$ cat config.mk
export PLATFORM = sky130hd
export DESIGN_NAME = period_to_freq
export DESIGN_NICKNAME = d
export VERILOG_FILES = /design/src/rtl/period_to_freq_pkg.sv /design/src/rtl/period_to_freq_seq_divider.sv /design/src/rtl/period_to_freq.sv
export SDC_FILE = /design/constraint.sdc
export NUM_CORES = 1
export LEC_CHECK = 0
export ABC_AREA = 0
export CAP_MARGIN = 20
export CORE_MARGIN = 1.5
export CORE_UTILIZATION = 60
export CTS_CLUSTER_DIAMETER = 100
export CTS_CLUSTER_SIZE = 25
export DETAILED_ROUTE_END_ITERATION = 8
export DONT_BUFFER_PORTS = 1
export GPL_TIMING_DRIVEN = 1
export PLACE_DENSITY = 0.87
export SLEW_MARGIN = 15
export SYNTH_ARGS = -nofsm -noshare
export SYNTH_HDL_FRONTEND = slang
export SYNTH_HIERARCHICAL = 1
export SYNTH_SLANG_ARGS = --single-unit
$ cat constraint.sdc
create_clock -name sys_count_clk -period 4.9 [get_ports sys_count_clk]
set_input_delay 1.225 -clock sys_count_clk [delete_from_list [all_inputs] [get_ports sys_count_clk]]
set_output_delay 1.225 -clock sys_count_clk [all_outputs]
set_load 0.05 [all_outputs]
$ cat src/rtl/period_to_freq_pkg.sv
// Shared types and constants for the period-to-frequency converter.
package period_to_freq_pkg;

  typedef enum logic [1:0] {IDLE, ACCUM, DIVIDE, DONE} state_t;

  localparam int          DIV_W   = 36;
  localparam int          AVG_N   = 4;
  localparam logic [31:0] SAT_VAL = 32'hFFFF_FFFF;

  // Clamp a wide quotient into the 32-bit frequency result.
  function automatic logic [31:0] saturate(input logic [DIV_W-1:0] q);
    return (|q[DIV_W-1:32]) ? SAT_VAL : q[31:0];
  endfunction

endpackage

$ cat src/rtl/period_to_freq_seq_divider.sv
// Restoring divider, one quotient bit per cycle MSB first; done is high in the 36th step,
// with quotient already holding the final result (start is ignored only by being unused while running).
module seq_divider
  import period_to_freq_pkg::*;
(
  input  logic             sys_count_clk,
  input  logic             rst_n,
  input  logic             start,
  input  logic [DIV_W-1:0] dividend,
  input  logic [DIV_W-1:0] divisor,
  output logic             done,
  output logic [DIV_W-1:0] quotient
);

  logic             run;
  logic [5:0]       cnt;
  logic [DIV_W-1:0] rem;
  logic [DIV_W-1:0] dvd;
  logic [DIV_W-1:0] dsr;
  logic [DIV_W:0]   rem_sh;
  logic             q_bit;
  logic [DIV_W-1:0] rem_nxt;

  // dvd doubles as the quotient register: dividend bits shift out, quotient bits shift in.
  assign rem_sh   = {rem, dvd[DIV_W-1]};
  assign q_bit    = (rem_sh >= {1'b0, dsr});
  assign rem_nxt  = q_bit ? DIV_W'(rem_sh - {1'b0, dsr}) : rem_sh[DIV_W-1:0];
  assign done     = run && (cnt == 6'(DIV_W - 1));
  assign quotient = {dvd[DIV_W-2:0], q_bit};

  always_ff @(posedge sys_count_clk or negedge rst_n) begin
    if (!rst_n) begin
      run <= 1'b0;
      cnt <= '0;
      rem <= '0;
      dvd <= '0;
      dsr <= '0;
    end else if (start) begin
      run <= 1'b1;
      cnt <= '0;
      rem <= '0;
      dvd <= dividend;
      dsr <= divisor;
    end else if (run) begin
      rem <= rem_nxt;
      dvd <= quotient;
      cnt <= cnt + 6'd1;
      if (done) run <= 1'b0;
    end
  end

endmodule

$ cat src/rtl/period_to_freq.sv
// Converts a period in sys_count_clk cycles to Hz; result 37 cycles after acceptance, strobes arriving
// while busy are dropped with an overrun pulse. PERIOD_AVG_EN averages 4 periods before dividing.
module period_to_freq
  import period_to_freq_pkg::*;
#(
  parameter int CLK_HZ = 50_000_000
) (
  input  logic        sys_count_clk,
  input  logic        rst_n,
  input  logic [31:0] period_in,
  input  logic        period_valid,
  output logic [31:0] freq_out,
  output logic        freq_valid,
  output logic        busy,
  output logic        div_zero,
  output logic        overrun
);

  state_t           state, state_nxt;
  logic             div_start;
  logic             div_done;
  logic             zero_hit;
  logic [DIV_W-1:0] div_dsr;
  logic [DIV_W-1:0] div_q;

`ifdef PERIOD_AVG_EN
  localparam logic [DIV_W-1:0] DIVIDEND = DIV_W'(CLK_HZ) * DIV_W'(AVG_N);
  logic [33:0] acc;
  logic [33:0] sum;
  logic [1:0]  acc_cnt;
  logic        acc_load;
  logic        acc_add;

  assign sum     = acc + 34'(period_in);
  assign div_dsr = DIV_W'(sum);
`else
  localparam logic [DIV_W-1:0] DIVIDEND = DIV_W'(CLK_HZ);
  assign div_dsr = DIV_W'(period_in);
`endif

  assign busy    = (state == DIVIDE) || (state == DONE);
  assign overrun = period_valid && busy;

  seq_divider u_div (
    .sys_count_clk (sys_count_clk),
    .rst_n         (rst_n),
    .start         (div_start),
    .dividend      (DIVIDEND),
    .divisor       (div_dsr),
    .done          (div_done),
    .quotient      (div_q)
  );

  always_ff @(posedge sys_count_clk or negedge rst_n) begin
    if (!rst_n) state <= IDLE;
    else        state <= state_nxt;
  end

  always_comb begin
    state_nxt = state;
    div_start = 1'b0;
    zero_hit  = 1'b0;
`ifdef PERIOD_AVG_EN
    acc_load  = 1'b0;
    acc_add   = 1'b0;
`endif
    case (state)
      IDLE: begin
        if (period_valid) begin
`ifdef PERIOD_AVG_EN
          acc_load  = 1'b1;
          state_nxt = ACCUM;
`else
          if (div_dsr == '0) begin
            zero_hit = 1'b1;
          end else begin
            div_start = 1'b1;
            state_nxt = DIVIDE;
          end
`endif
        end
      end
`ifdef PERIOD_AVG_EN
      ACCUM: begin
        if (period_valid) begin
          if (acc_cnt == 2'(AVG_N - 1)) begin
            if (div_dsr == '0) begin
              zero_hit  = 1'b1;
              state_nxt = IDLE;
            end else begin
              div_start = 1'b1;
              state_nxt = DIVIDE;
            end
          end else begin
            acc_add = 1'b1;
          end
        end
      end
`endif
      DIVIDE:  if (div_done) state_nxt = DONE;
      DONE:    state_nxt = IDLE;
      default: state_nxt = IDLE;
    endcase
  end

  always_ff @(posedge sys_count_clk or negedge rst_n) begin
    if (!rst_n) begin
      freq_out   <= '0;
      freq_valid <= 1'b0;
      div_zero   <= 1'b0;
    end else begin
      freq_valid <= 1'b0;
      div_zero   <= 1'b0;
      if (zero_hit) begin
        freq_out   <= SAT_VAL;
        freq_valid <= 1'b1;
        div_zero   <= 1'b1;
      end else if (state == DIVIDE && div_done) begin
        freq_out   <= saturate(div_q);
        freq_valid <= 1'b1;
      end
    end
  end

`ifdef PERIOD_AVG_EN
  always_ff @(posedge sys_count_clk or negedge rst_n) begin
    if (!rst_n) begin
      acc     <= '0;
      acc_cnt <= '0;
    end else if (acc_load) begin
      acc     <= 34'(period_in);
      acc_cnt <= 2'd1;
    end else if (acc_add) begin
      acc     <= sum;
      acc_cnt <= acc_cnt + 2'd1;
    end else if (state != ACCUM) begin
      acc     <= '0;
      acc_cnt <= '0;
    end
  end
`endif

endmodule

**Word level (Yosys, flattened, before mapping)**

Cells that the tools add are included.

- Bits in registers: 147
- Latch bits: 0
- Bits in writable memories: 0
- Bits in read-only memories: 0
- Bits of input ports: 35
- Memories: 0

- Add/sub/neg operators: 2
- Multiply operators: 0
- Divide/modulo/power cells: 0
- Magnitude comparators: 1
- Equality and inequality tests: 6
- Shifts and indexed selects: 0
- Muxes and demuxes: 26
- Bitwise operators: 0
- Reduce and logical (&&, ||, !) cells: 10

Operator list:

| kind | count |
|---|---|
| 2-to-1 mux 36 bit | 5 |
| 2-to-1 mux 32 bit | 3 |
| >= comparator 37 x 32 -> 1 bit | 1 |
| logical NOT 36 bit | 1 |
| subtractor 36 x 32 -> 36 bit | 1 |
| 2-to-1 mux 1 bit | 12 |
| 2-to-1 mux 6 bit | 2 |
| adder 6 x 1 -> 6 bit, second input constant | 1 |
| == test 6 bit, second input constant | 1 |
| 2-to-1 mux 2 bit | 3 |
| inequality test 2 bit, second input constant | 3 |
| == test 2 bit, second input constant | 2 |
| one-hot mux 2 bit (2 select lines) | 1 |
| nonzero test 2 bit | 2 |
| OR reduction 4 bit | 1 |
| logical AND 1 bit | 3 |
| AND reduction 3 bit | 1 |
| logical NOT 2 bit | 1 |
| logical OR 1 bit | 1 |

**Depth between registers and ports, before layout**

Gate-level depths: netlist of run 1.

- Word-level depth: 5
- Mapped depth: 14
- Mapped depth without buffers: 11

**Hierarchy**

The synthesis of run 1 kept the hierarchy.

Modules (own cells, without submodules):

| module | instances | cells an instance | area each (µm²) |
|---|---|---|---|
| seq_divider | 1 | 863 | 7442.1 |
| period_to_freq | 1 | 136 | 1545.2 |

**Least setup slack after synthesis of run 1**

Ideal clock, no wire load.

- Path type: input to register
- Start point: input period_in[6]
- End point: register u_div.dvd[3]
- Arrival time: 2913 ps
- Setup slack: 1850 ps
- Stages on the path: 8
- Path buffers: 3
- Path through: nor4_1 -> and4_1 -> and2_2 -> nor3_1 -> clkbuf_1 -> clkbuf_1 -> clkbuf_1 -> o21ai_0

- Word-level cells in the longest chain between the ends: 5

RTL lines:

| item | line | source |
|---|---|---|
| from (decl) | period_to_freq.sv:10 | `input logic [31:0] period_in,` |
| logical NOT 36 bit (*) | period_to_freq.sv:74 | `if (div_dsr == '0) begin` |
| 2-to-1 mux 1 bit (*) | period_to_freq.sv:74 |  |
| 2-to-1 mux 1 bit (*) | period_to_freq.sv:69 | `if (period_valid) begin` |
| 2-to-1 mux 1 bit (*) | period_to_freq.sv:67 | `case (state)` |
| named net div_start | period_to_freq.sv:20 | `logic div_start;` |
| 2-to-1 mux 36 bit / nonzero test 2 bit (equally long branches) | -- |  |
| to (signal assigned) | period_to_freq_seq_divider.sv:42 | `dvd <= dividend;` |
| to (signal assigned) | period_to_freq_seq_divider.sv:46 | `dvd <= quotient;` |
| to (decl) | period_to_freq_seq_divider.sv:18 | `logic [DIV_W-1:0] dvd;` |

The timed path passes the listed nets; every way through them passes the cells marked *.
A chain may end at the register's enable or synchronous reset.

**Final worst setup path of run 1**

- Start point: register u_div.rem[27]
- End point: register u_div.rem[1]

- Word-level cells in the longest chain between the ends: 4

RTL lines:

| item | line | source |
|---|---|---|
| from (decl) | period_to_freq_seq_divider.sv:17 | `logic [DIV_W-1:0] rem;` |
| from (signal assigned) | period_to_freq_seq_divider.sv:45 | `rem <= rem_nxt;` |
| >= comparator 37 x 32 -> 1 bit | period_to_freq_seq_divider.sv:26 | `assign q_bit = (rem_sh >= {1'b0, dsr});` |
| 2-to-1 mux 36 bit | period_to_freq_seq_divider.sv:27 | `assign rem_nxt = q_bit ? DIV_W'(rem_sh - {1'b0, dsr}) : rem_sh[DIV_W-1:0];` |
| 2-to-1 mux 36 bit | period_to_freq_seq_divider.sv:44 | `end else if (run) begin` |
| 2-to-1 mux 36 bit | period_to_freq_seq_divider.sv:38 | `end else if (start) begin` |

No other way between the ends. The select of a mux whose other input is x is not followed.

==> results of run 1 <==
[logic make-up after synthesis]
group	share of synthesized area [%]
AND/OR/NAND/NOR	16.4
other	0.0836
XOR/XNOR	2.73
multiplexers	4.50
AO/OA/AOI/OAI	20.4
flip-flops	42.0
adder cells (fa/ha/maj)	5.37
buffers and inverters	8.45
[stage by stage]
step	worst slack, ns	std cells	hold slack (ns)
after floorplan	1.85	1037	0.438
after detailed placement	1.51	1132	0.463
after global placement	1.57	1132	0.455
final	1.52	1163	0.479
after global routing	1.33	1163	0.468
after CTS	1.46	1162	0.474
[worst paths after layout]
path / start / endpoint / slack (ns)
setup / recovery: u_div/rem[27]$_DFFE_PN0P_ / u_div/rem[1]$_DFFE_PN0P_ / 1.52
hold / removal: state[0]$_DFFE_PN0P_ / state[1]$_DFFE_PN0P_ / 0.48
setup reg to reg: u_div/rem[27]$_DFFE_PN0P_ / u_div/rem[1]$_DFFE_PN0P_ / 1.52
hold reg to reg: state[0]$_DFFE_PN0P_ / state[1]$_DFFE_PN0P_ / 0.48
max in group asynchronous: rst_n / u_div/run$_DFF_PN0_ / 4.23
min in group asynchronous: rst_n / freq_out[28]$_DFFE_PN0P_ / 0.49
[layout make-up]
cell class              instances  share of cell area (%)
multi-input cells             745                    48.7
clock inverters                11                    1.59
clock buffers                  19                    4.59
repair buffers                  6                   0.690
flip-flops and latches        151                    40.1
well taps                     184                    2.44
inverters                      47                    1.87
[state kept, by name, indices dropped and copies added (netlist names)]
name	cells
u_div/dsr	36
u_div/rem	36
freq_out	32
u_div/dvd	36
freq_valid	1
state	2
u_div/cnt	6
div_zero	1
u_div/run	1
[synthesized netlist by cell type, drive strengths merged (14+ instances only)]
| library cell | number | area (um^2) |
|---|---|---|
| a211oi | 14 | 105 |
| a21o | 23 | 173 |
| a21oi | 44 | 220 |
| a311oi | 18 | 176 |
| buf | 58 | 447 |
| clkbuf | 36 | 136 |
| dfrtp | 151 | 3780 |
| ha | 37 | 463 |
| inv | 47 | 176 |
| mux2i | 37 | 370 |
| nand2 | 170 | 646 |
| nor2 | 57 | 214 |
| nor3 | 17 | 85.1 |
| o21ai | 95 | 479 |
| o22ai | 33 | 257 |
| xnor2 | 14 | 123 |
| xor2 | 14 | 123 |
[placed cells by master (no fill, tap or decap), drive strengths merged, types with 18 or more instances in the layout]
cell,synthesis,routed
o21ai,95,95
ha,37,37
mux2i,37,37
clkbuf,36,19
a311oi,18,18
conb,2,40
o22ai,33,33
nand2,170,170
inv,47,49
a21oi,44,44
dfrtp,151,151
a21o,23,23
nor2,57,57
[per-layer routing]
metal | global-route usage (%) | routed length [um]
met5 | 0 | 0
met4 | 10.0 | 471
met3 | 6.12 | 1230
met2 | 43.3 | 9760
met1 | 32.1 | 8450
[worst reg2reg max path: stages (launching register included)]
cell	delay (ns)
dfrtp_1	0.43
ha_1	0.42
and3_4	0.24
and2_1	0.15
a221o_1	0.44
a311o_1	0.40
o21ai_2	0.14
buf_4	0.43
mux2_2	0.40
a211oi_1	0.23
==> run_results.csv, run 1 <==
group,metric,value,unit
detailed_routing,vias_per_cell,6.17,
finish,finish.net_count,1041,
timing,setup_tns,0,ns
critical_path,cp_cell_sequence,"ha_1 > and3_4 > and2_1 > a221o_1 > a311o_1 > o21ai_2 > buf_4 > mux2_2 > a211oi_1",
timing,fin_worst_skew,0.0121,ns
critical_path,worstSetupPathDepth,9,
finish,fin_util,64.7,%
timing,setup_viol,0,
floorplan,io_pins,71,
timing,period_minus_slack,3.38,ns
timing,slew_violations,0,
place,hpwl,12.8,mm
detailed_routing,post-route-drc-count,0,
finish,antenna_cells,0,
cts,postCtsHoldBufs,0,
yosys,yosysSeqAreaShare,42.0,%
worst_hold_path,hold_class,"register to register",
cts,clock-sinks,151,
yosys,synth_seq_cells,151,
yosys,synthesis.area,0.00899,mm^2
floorplan,die_w,125,um
finish,area_growth,4.97,%
finish,drive_above_1_share,6.74,%
critical_path,cp.arrival,3.70,ns
critical_path,path_buf_inv,1,
cts,clkLatencyLatePin,0.43,ns
timing,max_slew.worst_pin.slew,1.08,ns
yosys,synth_cell_type_count,72,
yosys,synthCells,999,
detailed_routing,wl_per_cell,17.1,um
floorplan,core_area,0.0146,mm^2
grt,antenna_found_initial,0,
yosys,syn_avg_cell_area,9.00,um^2
yosys,async_flop_share,100,%
critical_path,r2r_cells,9,
place,placedInstanceArea,0.00882,mm^2
grt,grt_usage,25.7,%
cts,cts_max_level,4,
floorplan,row_count,44,
critical_path,cpLargestDelayFamily,"compound AO/OA/AOI/OAI gates",
grt,grt_overflow,0,
critical_path,startpoint_type,"register",
worst_hold_path,worstHoldPathCells,1,
detailed_routing,drtIter0Drc,598,
cts,postCtsSetupRepairBufs,0,
cts,cts_buffers,17,
finish,multi_input_area,0.00460,mm^2
finish,postLayoutCellArea,0.00943,mm^2
cts,cts_tree,"done",
grt,grt_max_degree,152,
cts,cts_resized,0,
critical_path,setup.worst_path.end_class,"register",
yosys,synth_edf_count,0,
floorplan,start_util,61.6,%
critical_path,cp.required,5.23,ns
place,portBuffers,0,
timing,clock.fmax,296,MHz
critical_path,slowest_stage,"a221o_1",
detailed_routing,num_vias,7172,
yosys,yosysWarningCount,6,
timing,hold_violations,0,
cts,clk_path_buf_depth,2,
finish,nFillCells,1166,
timing,maxSlewHeadroom,27.8,%
job,max-cap-violations,0,
finish,ff_latch_area,0.00378,mm^2
yosys,synth_ff_type,"dfrtp_1",
timing,finalCritPeriodShare,68.9,%
cts,clockRootBuffer,"clkbuf_16",
place,globalplace.congestion,0.892,
critical_path,slowest_delay,0.44,ns
detailed_routing,drtAntennaViolNets,0,
grt,grt_pass1_vias,7007,
critical_path,cp_max_fo,40,
detailed_routing,wl,19.9,mm
floorplan,die_area,0.0157,mm^2
floorplan,dieHeight,125,um
timing,rsz0062_at_grt,"false",
cts,clk_pin_slew,0.06,ns
detailed_routing,drtPass1Iterations,5,
run_status,status,"complete, no violations",
critical_path,path_class,"register to register",
grt,grt_pass1_wl,33.0,mm
Power of run 1 is not shown: default switching activity piles up to over one toggle a cycle in this logic, so the estimate is an artifact.
==> inputs of run 2 (changes only) <==
==> constraint.sdc (replaced) <==
create_clock -name sys_count_clk -period 3.4 [get_ports sys_count_clk]
set_input_delay 0.85 -clock sys_count_clk [delete_from_list [all_inputs] [get_ports sys_count_clk]]
set_output_delay 0.85 -clock sys_count_clk [all_outputs]
set_load 0.05 [all_outputs]
==> run 2 against run 1 <==
Against the previous run: critical path depth unchanged; hold slack worse by 0.36 ns; final cell count up 0.95%; via count down 0.93%; count of clock-buffer cells in the layout down 1; critical path type unchanged.
==> run_results.csv, run 2 (synthesis gave the netlist of run 1 again) <==
group,metric,value,unit
run_status,status,"complete, no violations",
timing,period_minus_slack,3.14,ns
cts,postCtsHoldBufs,0,
grt,groute.layer.met2.usage,41.9,%
cts,cts_resized,0,
critical_path,setup.worst_path.end_class,"register",
critical_path,slowest_delay,0.42,ns
finish,antenna_cells,0,
critical_path,path_buf_inv,1,
floorplan,io_pins,71,
critical_path,r2r_start,"u_div/rem[23]$_DFFE_PN0P_",
detailed_routing,vias_per_cell,6.05,
cts,postCtsSetupRepairBufs,0,
grt,grt_pass1_wl,33.0,mm
critical_path,cp.arrival,3.46,ns
detailed_routing,drtAntennaViolNets,0,
timing,hold_violations,0,
timing,maxSlewHeadroom,30.8,%
grt,grt_max_degree,152,
critical_path,cp.required,3.73,ns
grt,met3_usage,5.01,%
critical_path,startpoint_type,"register",
timing,max_slew.worst_pin.slew,1.04,ns
floorplan,core_area,0.0146,mm^2
cts,clkLatencyLatePin,0.43,ns
grt,antenna_found_initial,0,
finish,area_growth,6.07,%
timing,setup_tns,0,ns
critical_path,reg2reg_slack,0.26,ns
timing,clock.fmax,319,MHz
timing,rsz0062_at_grt,"false",
critical_path,timing.rr.end,"u_div/rem[0]$_DFFE_PN0P_",
place,portBuffers,0,
finish,top_regs,"u_div/dsr: 36 flops, u_div/dvd: 36 flops, u_div/rem: 36 flops",
critical_path,cp_cell_sequence,"ha_1 > a21oi_1 > o21ai_1 > a221o_1 > a311o_1 > o21ai_2 > buf_4 > mux2_2 > a211oi_1",
job,max-cap-violations,0,
cts,clk_pin_slew,0.06,ns
grt,grt_overflow,0,
critical_path,r2r_cells,9,
floorplan,die_w,125,um
detailed_routing,post-route-drc-count,0,
critical_path,slowest_stage,"a221o_1",
grt,use_met1,33.6,%
cts,clk_path_buf_depth,2,
finish,finish.net_count,1050,
floorplan,dieHeight,125,um
timing,fin_worst_skew,0.00760,ns
cts,cts_buffers,17,
finish,fin_cells,1174,
timing,slew_violations,0,
finish,final_common_cell,"nand2_1",
detailed_routing,drtIter0Drc,557,
cts,cts_tree,"done",
cts,clock-sinks,151,
floorplan,die_area,0.0157,mm^2
timing,finalCritPeriodShare,92.3,%
critical_path,cpLargestDelayFamily,"compound AO/OA/AOI/OAI gates",
cts,clockRootBuffer,"clkbuf_16",
critical_path,cp_max_fo,8,
grt,busiest_layer,"met2",
finish,fin_util,65.3,%
finish,final_cell_mix,"nand2_1 (169), dfrtp_1 (150), o21ai_0 (92)",
place,hpwl,12.8,mm
cts,cts_max_level,4,
finish,drive_above_1_share,8.08,%
floorplan,row_count,44,
place,globalplace.congestion,0.929,
floorplan,start_util,61.6,%
timing,setup_viol,0,
worst_hold_path,hold_class,"input pin to asynchronous set/reset pin",
detailed_routing,wl,19.4,mm
grt,grt_pass1_vias,6973,
grt,grt_usage,25.6,%
detailed_routing,wl_per_cell,16.5,um
detailed_routing,drtPass1Iterations,5,
critical_path,path_class,"register to register",
place,dpl.cell_count,1142,
detailed_routing,num_vias,7105,
run 2: cell types whose count changed in the layout (fill, tap and decap cells not counted), moves of 2 or more:
cell / delta
clkinv_2: -2
inv_8: +2
inv_6: +2
buf_4: +8
buf_12: +2
clkinvlp_4: +2
clkbuf_1: -2
run 2: layout make-up:
cell class	instances	area [um^2]
fill	1129	5060
clock inverter	14	165
clock buffer	18	439
timing repair buffer	15	138
inverter	47	176
sequential	151	3780
multi-input combinational	745	4600
tap	184	230
run 2: worst register-to-register path, cell delays in order (launching register included):
cell and delay (ns):
dfrtp_1 0.40, ha_1 0.41, a21oi_1 0.28, o21ai_1 0.15, a221o_1 0.42, a311o_1 0.38
o21ai_2 0.20, buf_4 0.20, mux2_2 0.34, a211oi_1 0.24
run 2: per-stage QoR:
step / hold WS, ns / area (um^2) / worst slack [ns]
floorplan: 0.438 / 9130 / 0.620
CTS: 0.105 / 9530 / 0.236
global placement: 0.466 / 8920 / 0.361
finish: 0.122 / 9530 / 0.262
detailed placement: 0.477 / 8920 / 0.265
global route: 0.0987 / 9530 / 0.101
run 2: how the worst max path moves through the flow:
stage	from	depth (start not counted)	to	slack, ns
2_1_floorplan	u_div/rem[26]$_DFFE_PN0P_	9	u_div/rem[1]$_DFFE_PN0P_	0.62
3_3_place_gp	u_div/dvd[35]$_DFFE_PN0P_	11	u_div/rem[28]$_DFFE_PN0P_	0.36
3_5_place_dp	u_div/dvd[35]$_DFFE_PN0P_	11	u_div/rem[28]$_DFFE_PN0P_	0.27
4_1_cts	u_div/dvd[35]$_DFFE_PN0P_	11	u_div/rem[28]$_DFFE_PN0P_	0.24
5_1_grt	u_div/dvd[35]$_DFFE_PN0P_	11	u_div/rem[28]$_DFFE_PN0P_	0.10
6_report	u_div/rem[23]$_DFFE_PN0P_	9	u_div/rem[0]$_DFFE_PN0P_	0.26
run 2: routing by layer:
layer / share of wire [%] / vias to the layer above
li1: - / 3422
met1: 45 / 3390
met2: 48 / 255
met3: 5.8 / 38
met4: 1.8 / 0
met5: 0 / -
Power of run 2 is left out for the same reason.
==> inputs of run 3 (changes only) <==
--- a/config.mk
+++ b/config.mk
@@ -7,7 +7,6 @@
 export LEC_CHECK = 0
 export ABC_AREA = 0
 export CAP_MARGIN = 20
-export CORE_MARGIN = 1.5
 export CORE_UTILIZATION = 60
 export CTS_CLUSTER_DIAMETER = 100
 export CTS_CLUSTER_SIZE = 25
@@ -15,7 +14,6 @@
 export DONT_BUFFER_PORTS = 1
 export GPL_TIMING_DRIVEN = 1
 export PLACE_DENSITY = 0.87
-export SLEW_MARGIN = 15
 export SYNTH_ARGS = -nofsm -noshare
 export SYNTH_HDL_FRONTEND = slang
 export SYNTH_HIERARCHICAL = 1
==> run 3 against run 2 <==
Against the previous run: register-to-register slack better by 0.03 ns; global-route usage fell by 0.051 points; via count down 1.2%; hold slack worse by 0.0049 ns; final cell count is the same; first-iteration DRC count shrank 5.6%; fmax rose by 0.82%; sequential share of layout area rose by 0.073 points; die area decreased by 1.6%; setup slack improved by 0.025 ns.
==> run_results.csv, run 3 (synthesis gave the netlist of run 1 again) <==
group,metric,value,unit
place,globalplace.congestion,0.895,
timing,period_minus_slack,3.11,ns
finish,nFillCells,1136,
grt,grt_overflow,0,
critical_path,setup.worst_path.end_class,"register",
finish,fin_cells,1174,
cts,cts_max_level,4,
grt,grt_pass1_wl,32.2,mm
finish,final_cell_mix,"nand2_1 (169), dfrtp_1 (150), o21ai_0 (92)",
finish,ff_latch_area,0.00378,mm^2
finish,finish.net_count,1050,
critical_path,cpMostUsedCell,"o31a_1",
detailed_routing,wl_per_cell,16.1,um
finish,drive_above_1_share,7.98,%
timing,fin_worst_skew,0.00606,ns
detailed_routing,drtPass1Iterations,7,
detailed_routing,num_vias,7017,
finish,multi_input_area,0.00460,mm^2
floorplan,die_area,0.0155,mm^2
worst_hold_path,hold_class,"input pin to asynchronous set/reset pin",
detailed_routing,wl,18.8,mm
critical_path,path_class,"register to register",
place,portBuffers,0,
critical_path,cp_cell_sequence,"inv_1 > ha_1 > fa_1 > nor2b_1 > o31a_1 > o211ai_1 > a211oi_1 > o21ai_0 > o31a_1 > or3_1 > a311oi_1",
grt,groute.layer.met2.usage,41.4,%
cts,cts_tree,"done",
timing,setup_viol,0,
cts,clockRootBuffer,"clkbuf_16",
cts,postCtsSetupRepairBufs,0,
grt,antenna_found_initial,0,
detailed_routing,drtAntennaViolNets,0,
cts,cts_resized,0,
place,placedInstanceArea,0.00894,mm^2
cts,clock-sinks,151,
timing,hold_violations,0,
grt,grt_usage,25.5,%
run_status,status,"complete, no violations",
floorplan,start_util,61.6,%
finish,final_common_cell,"nand2_1",
floorplan,row_count,44,
critical_path,startpoint_type,"register",
job,max-cap-violations,0,
timing,holdWs,0.117,ns
finish,top_regs,"u_div/dsr: 36 flops, u_div/dvd: 36 flops, u_div/rem: 36 flops",
cts,clk_pin_slew,0.06,ns
timing,rsz0062_at_grt,"false",
place,hpwl,12.9,mm
timing,finalCritPeriodShare,91.6,%
critical_path,slowest_delay,0.40,ns
detailed_routing,post-route-drc-count,0,
floorplan,core_area,0.0146,mm^2
grt,grt_max_degree,152,
timing,clock.fmax,321,MHz
finish,area_growth,5.88,%
finish,postLayoutCellArea,0.00952,mm^2
finish,antenna_cells,0,
detailed_routing,drtIter0Drc,526,
place,dpl.cell_count,1142,
floorplan,io_pins,71,
cts,clk_path_buf_depth,2,
timing,slew_violations,0,
cts,postCtsHoldBufs,0,
critical_path,cp.required,3.73,ns
cts,cts_buffers,17,
grt,grt_pass1_vias,6757,
grt,busiest_layer,"met2",
floorplan,dieHeight,124,um
critical_path,cp.arrival,3.44,ns
cts,clkLatencyLatePin,0.42,ns
critical_path,cp_max_fo,4,
grt,met3_usage,5.84,%
floorplan,die_w,124,um
timing,setup_tns,0,ns
critical_path,path_buf_inv,1,
detailed_routing,vias_per_cell,5.98,
critical_path,cpLargestDelayFamily,"compound AO/OA/AOI/OAI gates",
grt,use_met1,33.5,%
timing,max_slew.worst_pin.slew,0.932,ns
timing,maxSlewHeadroom,37.9,%
critical_path,slowest_stage,"fa_1",
-- run 3: layout make-up --
cell class / count / area share, %
clock buffers: 18 / 4.62
clock inverters: 14 / 1.47
inverters: 47 / 1.85
multi-input cells: 745 / 48.3
flip-flops and latches: 151 / 39.8
well taps: 184 / 2.42
repair buffers: 15 / 1.58
-- run 3: metal layers --
metal | vias to the layer above | share of wire [%]
li1 | 3429 | -
met5 | - | 0
met3 | 35 | 4.9
met1 | 3318 | 45
met2 | 235 | 48
met4 | 0 | 1.9
-- run 3: worst register-to-register path, stage by stage, from the launching register on --
cell	delay (ns)
dfrtp_1	0.34
inv_1	0.05
ha_1	0.22
fa_1	0.40
nor2b_1	0.19
o31a_1	0.22
o211ai_1	0.17
a211oi_1	0.38
o21ai_0	0.24
o31a_1	0.30
or3_1	0.30
a311oi_1	0.21
-- run 3: metrics by stage --
step,utilization [%],setup slack (ns)
2_1_floorplan,-,0.620
3_3_place_gp,61.3,0.500
3_5_place_dp,61.3,0.405
4_1_cts,65.2,0.369
5_1_grt,65.2,0.121
6_report,65.2,0.287
-- run 3: worst paths after layout --
kind                                       startpoint                   endpoint  slack (ns)  depth (start not counted)
max                         u_div/dvd[35]$_DFFE_PN0P_  u_div/rem[28]$_DFFE_PN0P_        0.29                         11
min                                             rst_n   freq_out[28]$_DFFE_PN0P_        0.12                          0
max reg2reg                 u_div/dvd[35]$_DFFE_PN0P_  u_div/rem[28]$_DFFE_PN0P_        0.29                         11
min reg2reg                      state[0]$_DFFE_PN0P_       state[1]$_DFFE_PN0P_        0.47                          1
max in group asynchronous                       rst_n        u_div/run$_DFF_PN0_        3.11                          0
min in group sys_count_clk       state[0]$_DFFE_PN0P_       state[1]$_DFFE_PN0P_        0.47                          1
Power of run 3 is left out for the same reason.
